### src/rtl/cache_control_pkg.sv
// Shared types for the cache controller: FSM state encoding and datapath mux-select values.
package cache_control_pkg;

  typedef enum logic [1:0] {
    CHECK     = 2'd0,
    WRITEBACK = 2'd1,
    ALLOCATE  = 2'd2
  } state_e;

  localparam logic ADDR_CPU    = 1'b0;
  localparam logic ADDR_VICTIM = 1'b1;
  localparam logic SRC_PMEM    = 1'b0;
  localparam logic SRC_CPU     = 1'b1;

  // LRU points away from the way just used
  function automatic logic other_way(input logic way);
    return ~way;
  endfunction

endpackage

### src/rtl/cache_control_sat_counter.sv
// Saturating up-counter used for the cache performance statistics.
module sat_counter #(
  parameter int W = 32
) (
  input  logic         clk,
  input  logic         rst_n,
  input  logic         inc,
  output logic [W-1:0] count
);

  logic [W-1:0] count_q;
  logic [W-1:0] count_d;

  // next count: hold at all-ones once reached
  always_comb begin
    count_d = count_q;
    if (inc && (count_q != {W{1'b1}})) begin
      count_d = count_q + {{(W-1){1'b0}}, 1'b1};
    end else begin
      count_d = count_q;
    end
  end

  // count register
  always_ff @(posedge clk or negedge rst_n) begin
    if (!rst_n) begin
      count_q <= {W{1'b0}};
    end else begin
      count_q <= count_d;
    end
  end

  assign count = count_q;

endmodule

### src/rtl/cache_control.sv
// Two-way cache controller FSM (CHECK / WRITEBACK / ALLOCATE) with combinational datapath controls.
// Optional hit/miss/writeback counters are built when CACHE_CTRL_PERF_EN is defined.
module cache_control
  import cache_control_pkg::*;
#(
  parameter int PERF_CNT_W = 32
) (
  input  logic                  clk,
  input  logic                  rst_n,
  input  logic                  mem_read,
  input  logic                  mem_write,
  output logic                  mem_resp,
  input  logic                  hit0,
  input  logic                  hit1,
  input  logic                  lru,
  input  logic                  victim_dirty,
  output logic                  pmem_read,
  output logic                  pmem_write,
  input  logic                  pmem_resp,
  output logic                  data_sel,
  output logic                  mem_addr_sel,
  output logic                  load_way0,
  output logic                  load_way1,
  output logic                  load_src,
  output logic                  set_dirty,
  output logic                  clr_dirty,
  output logic                  lru_load,
  output logic                  lru_in
`ifdef CACHE_CTRL_PERF_EN
  ,
  output logic [PERF_CNT_W-1:0] hit_cnt,
  output logic [PERF_CNT_W-1:0] miss_cnt,
  output logic [PERF_CNT_W-1:0] wb_cnt
`endif
);

  state_e state_q;
  state_e state_d;
  logic   req_s;
  logic   hit_s;
  logic   hit_way_s;

  assign req_s     = mem_read | mem_write;
  assign hit_s     = hit0 | hit1;
  // way0 wins when both ways report a hit
  assign hit_way_s = ~hit0;

  // next state and datapath controls; everything is forced low while reset is asserted
  always_comb begin
    state_d      = state_q;
    mem_resp     = 1'b0;
    pmem_read    = 1'b0;
    pmem_write   = 1'b0;
    data_sel     = 1'b0;
    mem_addr_sel = ADDR_CPU;
    load_way0    = 1'b0;
    load_way1    = 1'b0;
    load_src     = SRC_PMEM;
    set_dirty    = 1'b0;
    clr_dirty    = 1'b0;
    lru_load     = 1'b0;
    lru_in       = 1'b0;
    if (!rst_n) begin
      state_d = CHECK;
    end else begin
      case (state_q)
        CHECK: begin
          if (req_s && hit_s) begin
            mem_resp = 1'b1;
            data_sel = hit_way_s;
            lru_load = 1'b1;
            lru_in   = other_way(hit_way_s);
            if (mem_write) begin
              load_way0 = ~hit_way_s;
              load_way1 = hit_way_s;
              load_src  = SRC_CPU;
              set_dirty = 1'b1;
            end else begin
              load_src  = SRC_PMEM;
            end
          end else if (req_s) begin
            state_d = victim_dirty ? WRITEBACK : ALLOCATE;
          end else begin
            state_d = CHECK;
          end
        end
        WRITEBACK: begin
          pmem_write   = 1'b1;
          mem_addr_sel = ADDR_VICTIM;
          data_sel     = lru;
          if (pmem_resp) begin
            state_d = ALLOCATE;
          end else begin
            state_d = WRITEBACK;
          end
        end
        ALLOCATE: begin
          pmem_read    = 1'b1;
          mem_addr_sel = ADDR_CPU;
          if (pmem_resp) begin
            load_way0 = ~lru;
            load_way1 = lru;
            load_src  = SRC_PMEM;
            clr_dirty = 1'b1;
            state_d   = CHECK;
          end else begin
            state_d   = ALLOCATE;
          end
        end
        default: begin
          state_d = CHECK;
        end
      endcase
    end
  end

  // state register
  always_ff @(posedge clk or negedge rst_n) begin
    if (!rst_n) begin
      state_q <= CHECK;
    end else begin
      state_q <= state_d;
    end
  end

`ifdef CACHE_CTRL_PERF_EN
  logic hit_evt_s;
  logic miss_evt_s;
  logic wb_evt_s;

  assign hit_evt_s  = mem_resp;
  assign miss_evt_s = rst_n & (state_q == CHECK) & req_s & ~hit_s;
  assign wb_evt_s   = rst_n & (state_q == WRITEBACK) & pmem_resp;

  sat_counter #(.W(PERF_CNT_W)) u_hit_cnt (
    .clk(clk), .rst_n(rst_n), .inc(hit_evt_s), .count(hit_cnt)
  );
  sat_counter #(.W(PERF_CNT_W)) u_miss_cnt (
    .clk(clk), .rst_n(rst_n), .inc(miss_evt_s), .count(miss_cnt)
  );
  sat_counter #(.W(PERF_CNT_W)) u_wb_cnt (
    .clk(clk), .rst_n(rst_n), .inc(wb_evt_s), .count(wb_cnt)
  );
`endif

endmodule
### config.mk
export PLATFORM = sky130hd
export DESIGN_NAME = cache_control
export DESIGN_NICKNAME = d
export VERILOG_FILES = /design/src/rtl/cache_control_pkg.sv /design/src/rtl/cache_control_sat_counter.sv /design/src/rtl/cache_control.sv
export SDC_FILE = /design/constraint.sdc
export NUM_CORES = 1
export LEC_CHECK = 0
export CORE_AREA = 3 3 40 42
export CTS_CLUSTER_DIAMETER = 120
export DETAILED_ROUTE_END_ITERATION = 16
export DIE_AREA = 0 0 43 45
export PLACE_DENSITY = 0.47
export SETUP_SLACK_MARGIN = 0.1
export SLEW_MARGIN = 15
export SYNTH_ARGS = -nofsm -noshare
export SYNTH_HDL_FRONTEND = slang
export SYNTH_SLANG_ARGS = --single-unit
### constraint.sdc
create_clock -name clk -period 3.7 [get_ports clk]
set_input_delay 0.555 -clock clk [delete_from_list [all_inputs] [get_ports clk]]
set_output_delay 0.555 -clock clk [all_outputs]
set_load 0.05 [all_outputs]
==> impl_metrics.json, run 1 <==
{
  "status": "finished clean",
  "wire_per_inst_um": 12.0,
  "maxSlewViolCount": 0,
  "yosysMostFrequentCell": "nor2_1",
  "yosys_warnings": 0,
  "holdCritPathClass": "in2async",
  "num_rows": 13,
  "post-route-period-util_pct": 87.3,
  "die_h_um": 45,
  "syn_to_final_growth_pct": 91.6,
  "routed_wl_um": 813,
  "grt_pass1_vias": 342,
  "dp.final_hpwl_um": 646,
  "floorplan.initialDensity_pct": 18.6,
  "place_inst": 65,
  "synth_area_per_cell_um2": 7.24,
  "ioPinCount": 21,
  "clk_latency_ns": 0.22,
  "drtAntennaViolNets": 0,
  "cts_tree": "done",
  "largest_reg_flops": 2,
  "synthArstFlopShare_pct": 100,
  "required_ns": 3.14,
  "post_cts_resized": 0,
  "drive_above_1_share_pct": 7.55,
  "synth_seq_cells": 2,
  "worst_slack_ns": 0.472,
  "grt_use_met1_pct": 12.2,
  "worstSetupPathType": "in2out",
  "synth_top_area_share_pct": 20.9,
  "synth_area_leader_cell": "dfrtp_1",
  "gr-usage-met2_pct": 16.5,
  "clock_sinks": 2,
  "synth_common_cells": "nor2_1 (5), nand2_1 (4), and3_1 (3), buf_4 (3)",
  "coreArea_mm2": 0.00128,
  "worst_pin_slew_ns": 0.518,
  "portBuffers": 20,
  "max_cap_viol_count": 0,
  "finalSetupViolations": 0,
  "grt_pass1_wl_um": 1470,
  "pwr_density_cell_mw_per_mm2": 319,
  "synth_cells": 33,
  "top_regs": "state_q (2)",
  "fin_worst_skew_ns": 0.00290,
  "synth_flop_cell": "dfrtp_1",
  "arrival_ns": 2.67,
  "ys_seq_area_share_pct": 20.9,
  "hold_buffers": 0,
  "cts_max_path_buffers": 2,
  "antenna_found_initial": 0,
  "dieArea_mm2": 0.00194,
  "first_pass_iters": 4,
  "hold_viol": 0,
  "grt.total_usage_pct": 9.73,
  "synth_area_leaders": "dfrtp_1 (21%), buf_4 (9.4%), and3_1 (7.9%), nor2_1 (7.9%), nand2_1 (6.3%)",
  "clk_pin_slew_worst_paths_ns": 0.03,
  "htree_levels": 1,
  "busiest_layer": "met2",
  "rsz0062_at_grt": "no",
  "vias": 321,
  "nets": 64,
  "overflow": 0,
  "period_minus_slack_ns": 3.23,
  "viasPerCell": 4.72,
  "place.gp.congestion": 0.736,
  "fin_cells": 68,
  "n_fill_cell": 134,
  "end_kind": "output pin",
  "grt_start_max_net_pins": 10,
  "r2r_slack_ns": 2.46,
  "synthesis.area_um2": 239,
  "cts_root_buffer": "clkbuf_4",
  "diodes": 0,
  "fmax_ghz": 0.310,
  "leakage_nw": 0.179,
  "cts_made_buffers": 3,
  "irDropWorstVdd_v": 0.0000807,
  "crit_path_start_kind": "input pin",
  "critPathMaxFanout": 5,
  "post-place-ws_ns": 0.472,
  "syn_nets": 42,
  "fp.dieW_um": 43,
  "dr.first_iter.drc_count": 2,
  "post-cts-setup-buffers": 0,
  "synth_cell_types": 19,
  "largest-register": "state_q",
  "drc": 0,
  "synth_edf_count": 0,
  "fin_tns_setup_ns": 0,
  "maxSlewHeadroom_pct": 65.1,
  "met3_usage_pct": 0.797
}
## power breakdown
part / total, mW / internal (mW) / switching (mW)
sequential: 0.0272 / 0.0238 / 0.00343
combinational: 0.0719 / 0.0283 / 0.0436
clock: 0.0470 / 0.0357 / 0.0113
total: 0.146 / 0.0878 / 0.0584
## kinds of logic after synthesis
kind of cell | share of synthesized area (%)
buffers and inverters | 11.0
flip-flops | 20.9
AO/OA/AOI/OAI | 18.3
AND/OR/NAND/NOR | 49.7
## routing by layer
metal  wire [µm]  share of wire (%)
met4           0                  0
met5           0                  0
met2         392                 48
met1         355                 44
met3          65                8.0
## worst paths after layout
check	startpoint	depth (start not counted)	endpoint
max	mem_write	5	load_src
min	rst_n	1	state_q[1]$_DFFE_PN0P_
max reg2reg	state_q[1]$_DFFE_PN0P_	2	state_q[0]$_DFFE_PN0P_
min reg2reg	state_q[0]$_DFFE_PN0P_	2	state_q[0]$_DFFE_PN0P_
max in group asynchronous	rst_n	1	state_q[0]$_DFFE_PN0P_
min in group clk	state_q[0]$_DFFE_PN0P_	2	state_q[0]$_DFFE_PN0P_
## worst max-delay path, cell delays in order
cell and delay (ns):
clkdlybuf4s50_1 0.55, nor2_2 0.06, nor4_1 0.46, and3_1 0.24, clkdlybuf4s50_1 0.80
## layout by cell type, fill, tap and decap left out
cell type | Yosys | routed
nor2_2 | 1 | 1
a21oi_1 | 1 | 1
dfrtp_1 | 2 | 2
nor4_1 | 1 | 1
nor2_1 | 5 | 5
and2_1 | 2 | 2
o22a_1 | 1 | 1
and4_1 | 1 | 1
nor4bb_1 | 1 | 1
or4b_1 | 1 | 1
nand2_1 | 4 | 4
a211oi_1 | 1 | 1
o211ai_1 | 1 | 1
clkbuf_4 | 0 | 3
inv_1 | 1 | 1
and3_1 | 3 | 3
a31oi_1 | 1 | 1
clkdlybuf4s50_1 | 0 | 20
o41ai_1 | 1 | 1
nand2b_1 | 2 | 2
## final cells by class
class,count,area [µm²],area share (%)
timing repair buffer,20,200,43.7
multi-input combinational,27,163,35.5
sequential,2,50.0,10.9
clock buffer,3,22.5,4.92
tap,15,18.8,4.10
inverter,1,3.75,0.820
## metrics by stage
step	total power, mW	cell area (µm²)	hold WS [ns]	util, %
2_1_floorplan	0.0721	239	0.259	-
3_3_place_gp	0.0995	435	0.651	33.9
3_5_place_dp	0.0994	435	0.657	33.9
4_1_cts	0.148	458	0.580	35.6
5_1_grt	0.153	458	0.619	35.6
6_report	0.146	458	0.577	35.6
Note: power is estimated with default switching activity, not from simulation.
==> inputs of run 2 (changes only) <==
Settings changed: CTS_CLUSTER_DIAMETER 120 to 80.
Clock period 3.7 ns to 4.19 ns, I/O delays scaled along.
==> run 2 against run 1 <==
Net effect:
- sequential power fell by 12%
- via count fell by 0.93%
- worst setup slack improved by 0.27 ns
- sequential cell count did not move
- combinational power fell by 12%
- core utilization did not move
- cell count did not move
- clock skew barely moved
- critical endpoint unchanged
- total power fell by 13%
- cell area did not move
==> impl_metrics.json, run 2 (synthesis gave the netlist of run 1 again) <==
{
  "vias": 318,
  "fin_worst_skew_ns": 0.00287,
  "fin_cells": 68,
  "num_rows": 13,
  "fp.dieW_um": 43,
  "worst_pin_slew_ns": 0.598,
  "grt.total_usage_pct": 8.74,
  "place_area_um2": 435,
  "routed_wl_um": 776,
  "dp.final_hpwl_um": 644,
  "place.gp.congestion": 0.738,
  "fin_tns_setup_ns": 0,
  "place_inst": 65,
  "coreArea_mm2": 0.00128,
  "maxSlewHeadroom_pct": 59.8,
  "worstSetupPathType": "in2out",
  "final_util_pct": 35.6,
  "post_cts_resized": 0,
  "maxSlewViolCount": 0,
  "holdWs_ns": 0.651,
  "leakage_nw": 0.179,
  "die_h_um": 45,
  "grt_pass1_vias": 321,
  "post-place-ws_ns": 0.720,
  "status": "finished clean",
  "cts_made_buffers": 3,
  "top_regs": "state_q (2)",
  "cts_max_path_buffers": 2,
  "fmax_ghz": 0.290,
  "crit_start": "mem_write",
  "period_minus_slack_ns": 3.44,
  "clk_latency_ns": 0.22,
  "largest_reg_flops": 2,
  "required_ns": 3.56,
  "rsz0062_at_grt": "no",
  "grt_start_max_net_pins": 10,
  "irDropWorstVdd_v": 0.0000728,
  "cts_root_buffer": "clkbuf_4",
  "holdCritPathClass": "reg2reg",
  "dieArea_mm2": 0.00194,
  "first_pass_iters": 1,
  "end_kind": "output pin",
  "drtAntennaViolNets": 0,
  "overflow": 0,
  "floorplan.initialDensity_pct": 18.6,
  "worst_hold_startpoint": "state_q[0]$_DFFE_PN0P_",
  "grt_pass1_wl_um": 1320,
  "clock_sinks": 2,
  "final_cell_mix": "clkdlybuf4s50_1 (20), nor2_1 (5), nand2_1 (4), and3_1 (3), clkbuf_4 (3)",
  "antenna_found_initial": 0,
  "htree_levels": 1,
  "n_fill_cell": 137,
  "portBuffers": 20,
  "critPathMaxFanout": 5,
  "max_cap_viol_count": 0,
  "r2r_start": "state_q[1]$_DFFE_PN0P_",
  "hold_viol": 0,
  "total_power_mw": 0.127,
  "arrival_ns": 2.82,
  "hold_buffers": 0,
  "final_common_cell": "clkdlybuf4s50_1",
  "fin_area_um2": 458,
  "drc": 0,
  "post-cts-setup-buffers": 0,
  "finalSetupViolations": 0,
  "crit_path_start_kind": "input pin",
  "ioPinCount": 21,
  "pwr_density_cell_mw_per_mm2": 278,
  "worst_slack_ns": 0.746,
  "dr.first_iter.drc_count": 0,
  "post-route-period-util_pct": 82.2,
  "viasPerCell": 4.68,
  "drive_above_1_share_pct": 7.55,
  "nets": 64,
  "clk_pin_slew_worst_paths_ns": 0.03,
  "cts_tree": "done",
  "syn_to_final_growth_pct": 91.6,
  "diodes": 0,
  "largest-register": "state_q",
  "wire_per_inst_um": 11.4
}
[run 2: cell counts in the layout (fill, tap and decap cells not counted)]
No cell type changed its count.
[run 2: layout make-up]
| class | count | area (µm²) | share of cell area (%) |
|---|---|---|---|
| Clock buffer | 3 | 22.5 | 4.92 |
| Inverter | 1 | 3.75 | 0.820 |
| Multi-Input combinational cell | 27 | 163 | 35.5 |
| Sequential cell | 2 | 50.0 | 10.9 |
| Tap cell | 15 | 18.8 | 4.10 |
| Timing Repair Buffer | 20 | 200 | 43.7 |
[run 2: path summary, 6_finish.rpt]
check                                         end  slack [ns]  cells after the start
hold / removal             state_q[0]$_DFFE_PN0P_        0.65                      2
setup reg to reg           state_q[0]$_DFFE_PN0P_        2.90                      2
setup / recovery                         load_src        0.75                      5
hold reg to reg            state_q[0]$_DFFE_PN0P_        0.65                      2
min in group asynchronous  state_q[0]$_DFFE_PN0P_        0.66                      1
max in group asynchronous  state_q[1]$_DFFE_PN0P_        3.32                      1
[run 2: routing by layer]
metal | part of all wire, % | vias up | global-route usage, %
li1 | - | 160 | -
met2 | 51 | 13 | 15.9
met1 | 43 | 145 | 10.3
met3 | 6.2 | 0 | 2.39
met4 | 0 | 0 | 1.81
met5 | 0 | - | 0
[run 2: report_power, final]
group          switching, mW  total [mW]  internal (mW)
sequential           0.00290      0.0239         0.0210
combinational         0.0384      0.0634         0.0250
clock                0.00867      0.0401         0.0314
total                 0.0500       0.127         0.0774
[run 2: worst max-delay path, cell delays in order]
cell and delay [ns]:
clkdlybuf4s50_1 0.55, nor2_2 0.06, nor4_1 0.52, and3_1 0.26
clkdlybuf4s50_1 0.80
==> inputs of run 3 (changes only) <==
Settings changed: PLACE_DENSITY 0.47 to 0.49.
Clock period 4.19 ns to 3.05 ns, I/O delays scaled along.
==> run 3 against run 2 <==
Net effect:
- sequential power up 38%
- total power grew 42%
- clock-buffer cell count stayed put
- cell area decreased by 1.6%
- global-route usage rose by 1.1 points
- non-clock buffer count did not move
- clock skew increased by 0.0036 ns
- worst hold slack got worse by 0.18 ns
- worst setup slack lost 0.34 ns
- die area stayed put
- via count is 2.2% lower
==> impl_metrics.json, run 3 (synthesis gave the netlist of run 1 again) <==
{
  "seqPwrFrac_pct": 18.2,
  "portBuffers": 20,
  "switching_share_pct": 41.2,
  "fin_worst_skew_ns": 0.00642,
  "hold_buffers": 0,
  "crit_buf_inv": 2,
  "crit_path_start_kind": "input pin",
  "htree_levels": 1,
  "path_cells": "clkdlybuf4s50_1, nand2_1, o22a_1, nor2_1, clkdlybuf4s50_1",
  "maxSlewHeadroom_pct": 63.9,
  "top_regs": "state_q (2)",
  "status": "finished clean",
  "antenna_found_initial": 0,
  "clkPwrFrac_pct": 33.9,
  "cpPeakStageDelay_ns": 0.80,
  "power.switching_mw": 0.0746,
  "diodes": 0,
  "overflow": 0,
  "cts_tree": "done",
  "largest-register": "state_q",
  "grt_pass1_wl_um": 1350,
  "routed_wl_um": 807,
  "post-cts-setup-buffers": 0,
  "intPower_mw": 0.106,
  "critPathMaxFanout": 6,
  "leakage_nw": 0.196,
  "drc": 0,
  "n_fill_cell": 141,
  "vias": 311,
  "fin_tns_setup_ns": 0,
  "floorplan.initialDensity_pct": 18.6,
  "end_kind": "output pin",
  "worst_pin_slew_ns": 0.537,
  "clk_latency_ns": 0.23,
  "die_h_um": 45,
  "critPathSlowestCell": "clkdlybuf4s50_1",
  "cts_max_path_buffers": 2,
  "dp.final_hpwl_um": 612,
  "pwr_density_cell_mw_per_mm2": 402,
  "post-place-ws_ns": 0.391,
  "largest_reg_flops": 2,
  "final_util_pct": 35.1,
  "viasPerCell": 4.57,
  "fp.dieW_um": 43,
  "clk_pin_slew_worst_paths_ns": 0.04,
  "period_minus_slack_ns": 2.64,
  "final_common_cell": "clkdlybuf4s50_1",
  "arrival_ns": 2.18,
  "post-route-period-util_pct": 86.6,
  "cts_root_buffer": "clkbuf_4",
  "grt.total_usage_pct": 9.83,
  "num_rows": 13,
  "coreArea_mm2": 0.00128,
  "critPathTopFamily": "buffers and inverters",
  "irDropWorstVdd_v": 0.0000998,
  "grt_start_max_net_pins": 10,
  "crit_top_cell": "clkdlybuf4s50_1",
  "required_ns": 2.59,
  "post_cts_resized": 0,
  "combPwrFrac_pct": 48.0,
  "drtAntennaViolNets": 0,
  "total_power_mw": 0.181,
  "wire_per_inst_um": 11.9,
  "final_cell_mix": "clkdlybuf4s50_1 (12), buf_4 (7), nor2_1 (5), nand2_1 (4)",
  "max_cap_viol_count": 0,
  "hold_viol": 0,
  "nets": 64,
  "ioPinCount": 21,
  "place.gp.congestion": 0.712,
  "dr.first_iter.drc_count": 9,
  "rsz0062_at_grt": "no",
  "drive_above_1_share_pct": 22.6,
  "first_pass_iters": 4,
  "syn_to_final_growth_pct": 88.5,
  "worstSetupPathType": "in2out",
  "worst_slack_ns": 0.410,
  "fmax_ghz": 0.379,
  "grt_pass1_vias": 299,
  "cts_made_buffers": 3,
  "maxSlewViolCount": 0,
  "finalSetupViolations": 0,
  "clock_sinks": 2,
  "dieArea_mm2": 0.00194,
  "holdCritPathClass": "in2async"
}
-- run 3: worst paths after layout --
check	startpoint	end	slack, ns	cells after the start
max	hit0	load_way0	0.41	5
min	rst_n	state_q[0]$_DFFE_PN0P_	0.47	1
max reg2reg	state_q[1]$_DFFE_PN0P_	state_q[0]$_DFFE_PN0P_	1.82	2
min reg2reg	state_q[0]$_DFFE_PN0P_	state_q[0]$_DFFE_PN0P_	0.66	2
max in group asynchronous	rst_n	state_q[1]$_DFFE_PN0P_	2.36	1
min in group clk	state_q[0]$_DFFE_PN0P_	state_q[0]$_DFFE_PN0P_	0.66	2
-- run 3: layout make-up --
| type | instances | area (µm²) | share of cell area, % |
|---|---|---|---|
| inverter | 1 | 3.75 | 0.833 |
| multi-input combinational | 27 | 163 | 36.1 |
| sequential | 2 | 50.0 | 11.1 |
| timing repair buffer | 20 | 193 | 42.8 |
| clock buffer | 3 | 22.5 | 5.00 |
| tap | 15 | 18.8 | 4.17 |
-- run 3: stage by stage --
step / instance area (µm²) / hold slack, ns / cells
after global placement: 428 / 0.682 / 65
after floorplan: 239 / 0.162 / 33
final: 450 / 0.468 / 68
after global routing: 450 / 0.491 / 68
after detailed placement: 428 / 0.651 / 65
after CTS: 450 / 0.464 / 68
-- run 3: power by group through the flow --
stage / Sequential (mW) / Clock (mW) / Combinational [mW]
floorplan: 0.0319 / 0 / 0.0556
global placement: 0.0335 / 0 / 0.0879
detailed placement: 0.0329 / 0 / 0.0873
CTS: 0.0329 / 0.0656 / 0.0875
global route: 0.0333 / 0.0691 / 0.0918
finish: 0.0329 / 0.0612 / 0.0868
-- run 3: layer usage --
layer / share of wire (%) / routed length, µm / vias up / global-route usage [%]
met3: 12 / 98 / 0 / 6.77
met2: 37 / 296 / 17 / 12.0
met5: 0 / 0 / - / 0
met4: 0 / 0 / 0 / 5.42
met1: 51 / 413 / 132 / 12.5
li1: - / - / 162 / -
==> variant (flow settings as in run 2) <==
Make the reset (`rst_n`) synchronous in one clocked block.
--- a/src/rtl/cache_control.sv
+++ b/src/rtl/cache_control.sv
@@ -117,3 +117,3 @@
   // state register
-  always_ff @(posedge clk or negedge rst_n) begin
+  always_ff @(posedge clk) begin
     if (!rst_n) begin
Formal check against the unedited RTL: same outputs for any inputs over 10 cycles, from zero or initial values and one cycle with rst_n low; that may be too few to reach the edited logic, so the function may still have changed.
==> variant against run 2 <==
- sequential share of layout area down 2.5 points
- design area up 4.1%
- via count down 3.1%
- routed wire length up 5.0%
- total power up 5.1%
- synthesized area up 13%
- sequential cell count unchanged
- worst setup slack better by 160 ps
- final cell count down 1.5%
- fmax up 4.7%
- largest cell class unchanged
- highest routed layer unchanged
==> variant: results (changes against run 2) <==
Sw Share - 40.0% (was 39.2%)
WL per Instance - 12.2 um (was 11.4 um)
First-pass GRT wire length - 1360 um (was 1320 um)
Post-synth top cells - and3_1, buf_4, nor2_1 (was nor2_1, nand2_1, and3_1, buf_4)
Leakage power - 0.000180 uW (was 0.000179 uW)
Final worst clock skew - 1.57 ps (was 2.87 ps)
Router iterations before antenna repair - 2 (was 1)
Worst hold stages - 1 (was 2)
Pre-CTS setup slack - 898 ps (was 720 ps)
Worst skew pair latency - 220 ps (about the same)
RR Startpoint - state_q[1] (unchanged)
Met1 Use GR - 10.5% (was 10.3%)
Fin nets - 63 (was 64)
Post-synth top flop - dfxtp_1 (was dfrtp_1)
Vias - 308 (was 318)
Outcome - complete, no violations (unchanged)
Synth Area per Inst - 8.15 um2 (was 7.24 um2)
Power Total - 134 uW (was 127 uW)
Share of layout cells above drive strength 1 - 17.3% (was 7.55%)
Pin count of the biggest net entering global routing - 11 (was 10)
Synth Net Count - 42 (unchanged)
Met2 Use GR - 15.6% (was 15.9%)
Post-DP HPWL - 668 um (was 644 um)
Sequential share of the synthesized area - 14.9% (was 20.9%)
Global-route usage over all layers - 9.55% (was 8.74%)
Met2 WL - 468 um (was 392 um)
Wl on met1 - 319 um (was 336 um)
Min-delay src - state_q[1] (was state_q[0])
Worst Hold Class - reg2reg (unchanged)
Fraction of registers with async set/reset - 0% (was 100%)
Placed cells - 64 (was 65)
Via density - 4.60 (was 4.68)
H-tree levels - 1 (unchanged)
Met3 WL - 27 um (was 48 um)
Synth cell types - 22 (was 19)
Actual slew at the worst max-slew pin - 505 ps (was 598 ps)
Detailed Route Iter0 Violations - 6 (was 0)
Worst-path fanout max - 6 (was 5)
Compound-Gate Fraction of Synth Area - 20.5% (was 18.3%)
Post-synthesis mux area share - 0% (unchanged)
Placed Area - 454 um2 (was 435 um2)
Met3 Use GR - 2.79% (was 2.39%)
Top Layer Used - met3 (unchanged)
Fill count - 142 (was 137)
FF-to-FF End - state_q[1] (was state_q[0])
Hold path endpoint - state_q[0] (unchanged)
WHS - 699 ps (was 651 ps)
Clock Power Share - 31.4% (was 31.5%)
GP Congestion - 0.727 (was 0.738)
Max IR drop VDD - 0.0000956 V (was 0.0000728 V)
Cells taking the most area after synthesis - dfxtp_1, and3_1, buf_4 (was dfrtp_1, buf_4, and3_1)
FF-to-FF setup slack - 3080 ps (was 2900 ps)
Vias in the first global route - 281 (was 321)
Flop pwr share - 18.5% (was 18.8%)
==> variant: cell count changes in the layout (fill, tap and decap cells not counted), moves of 2 or more <==
cell	delta
dfrtp_1	-2
nand2_1	-2
dfxtp_1	+2
o22ai_1	+2
o21ai_0	+2
nor2_1	-2
==> variant: worst max-delay path by stage <==
stage,slack (ps),from,endpoint,cells past startpoint
floorplan,1100,rst_n,data_sel,2
global placement,940,hit0,set_dirty,5
detailed placement,900,hit0,set_dirty,5
CTS,900,hit0,set_dirty,5
global route,780,hit0,load_src,5
finish,900,hit0,set_dirty,5
==> variant: layout make-up <==
class                           count  area (um2)  share of cell area [%]
Timing Repair Buffer               20         200                    42.0
Multi-Input combinational cell     25         188                    39.4
Sequential cell                     2        40.0                    8.40
Clock buffer                        3        22.5                    4.72
Tap cell                           15        18.8                    3.94
Inverter                            2        7.51                    1.57
==> variant: critical path: cells and delay by family <==
kind,cells,cell delay [ps]
buffers and inverters,2,1340
AND/OR/NAND/NOR,3,690
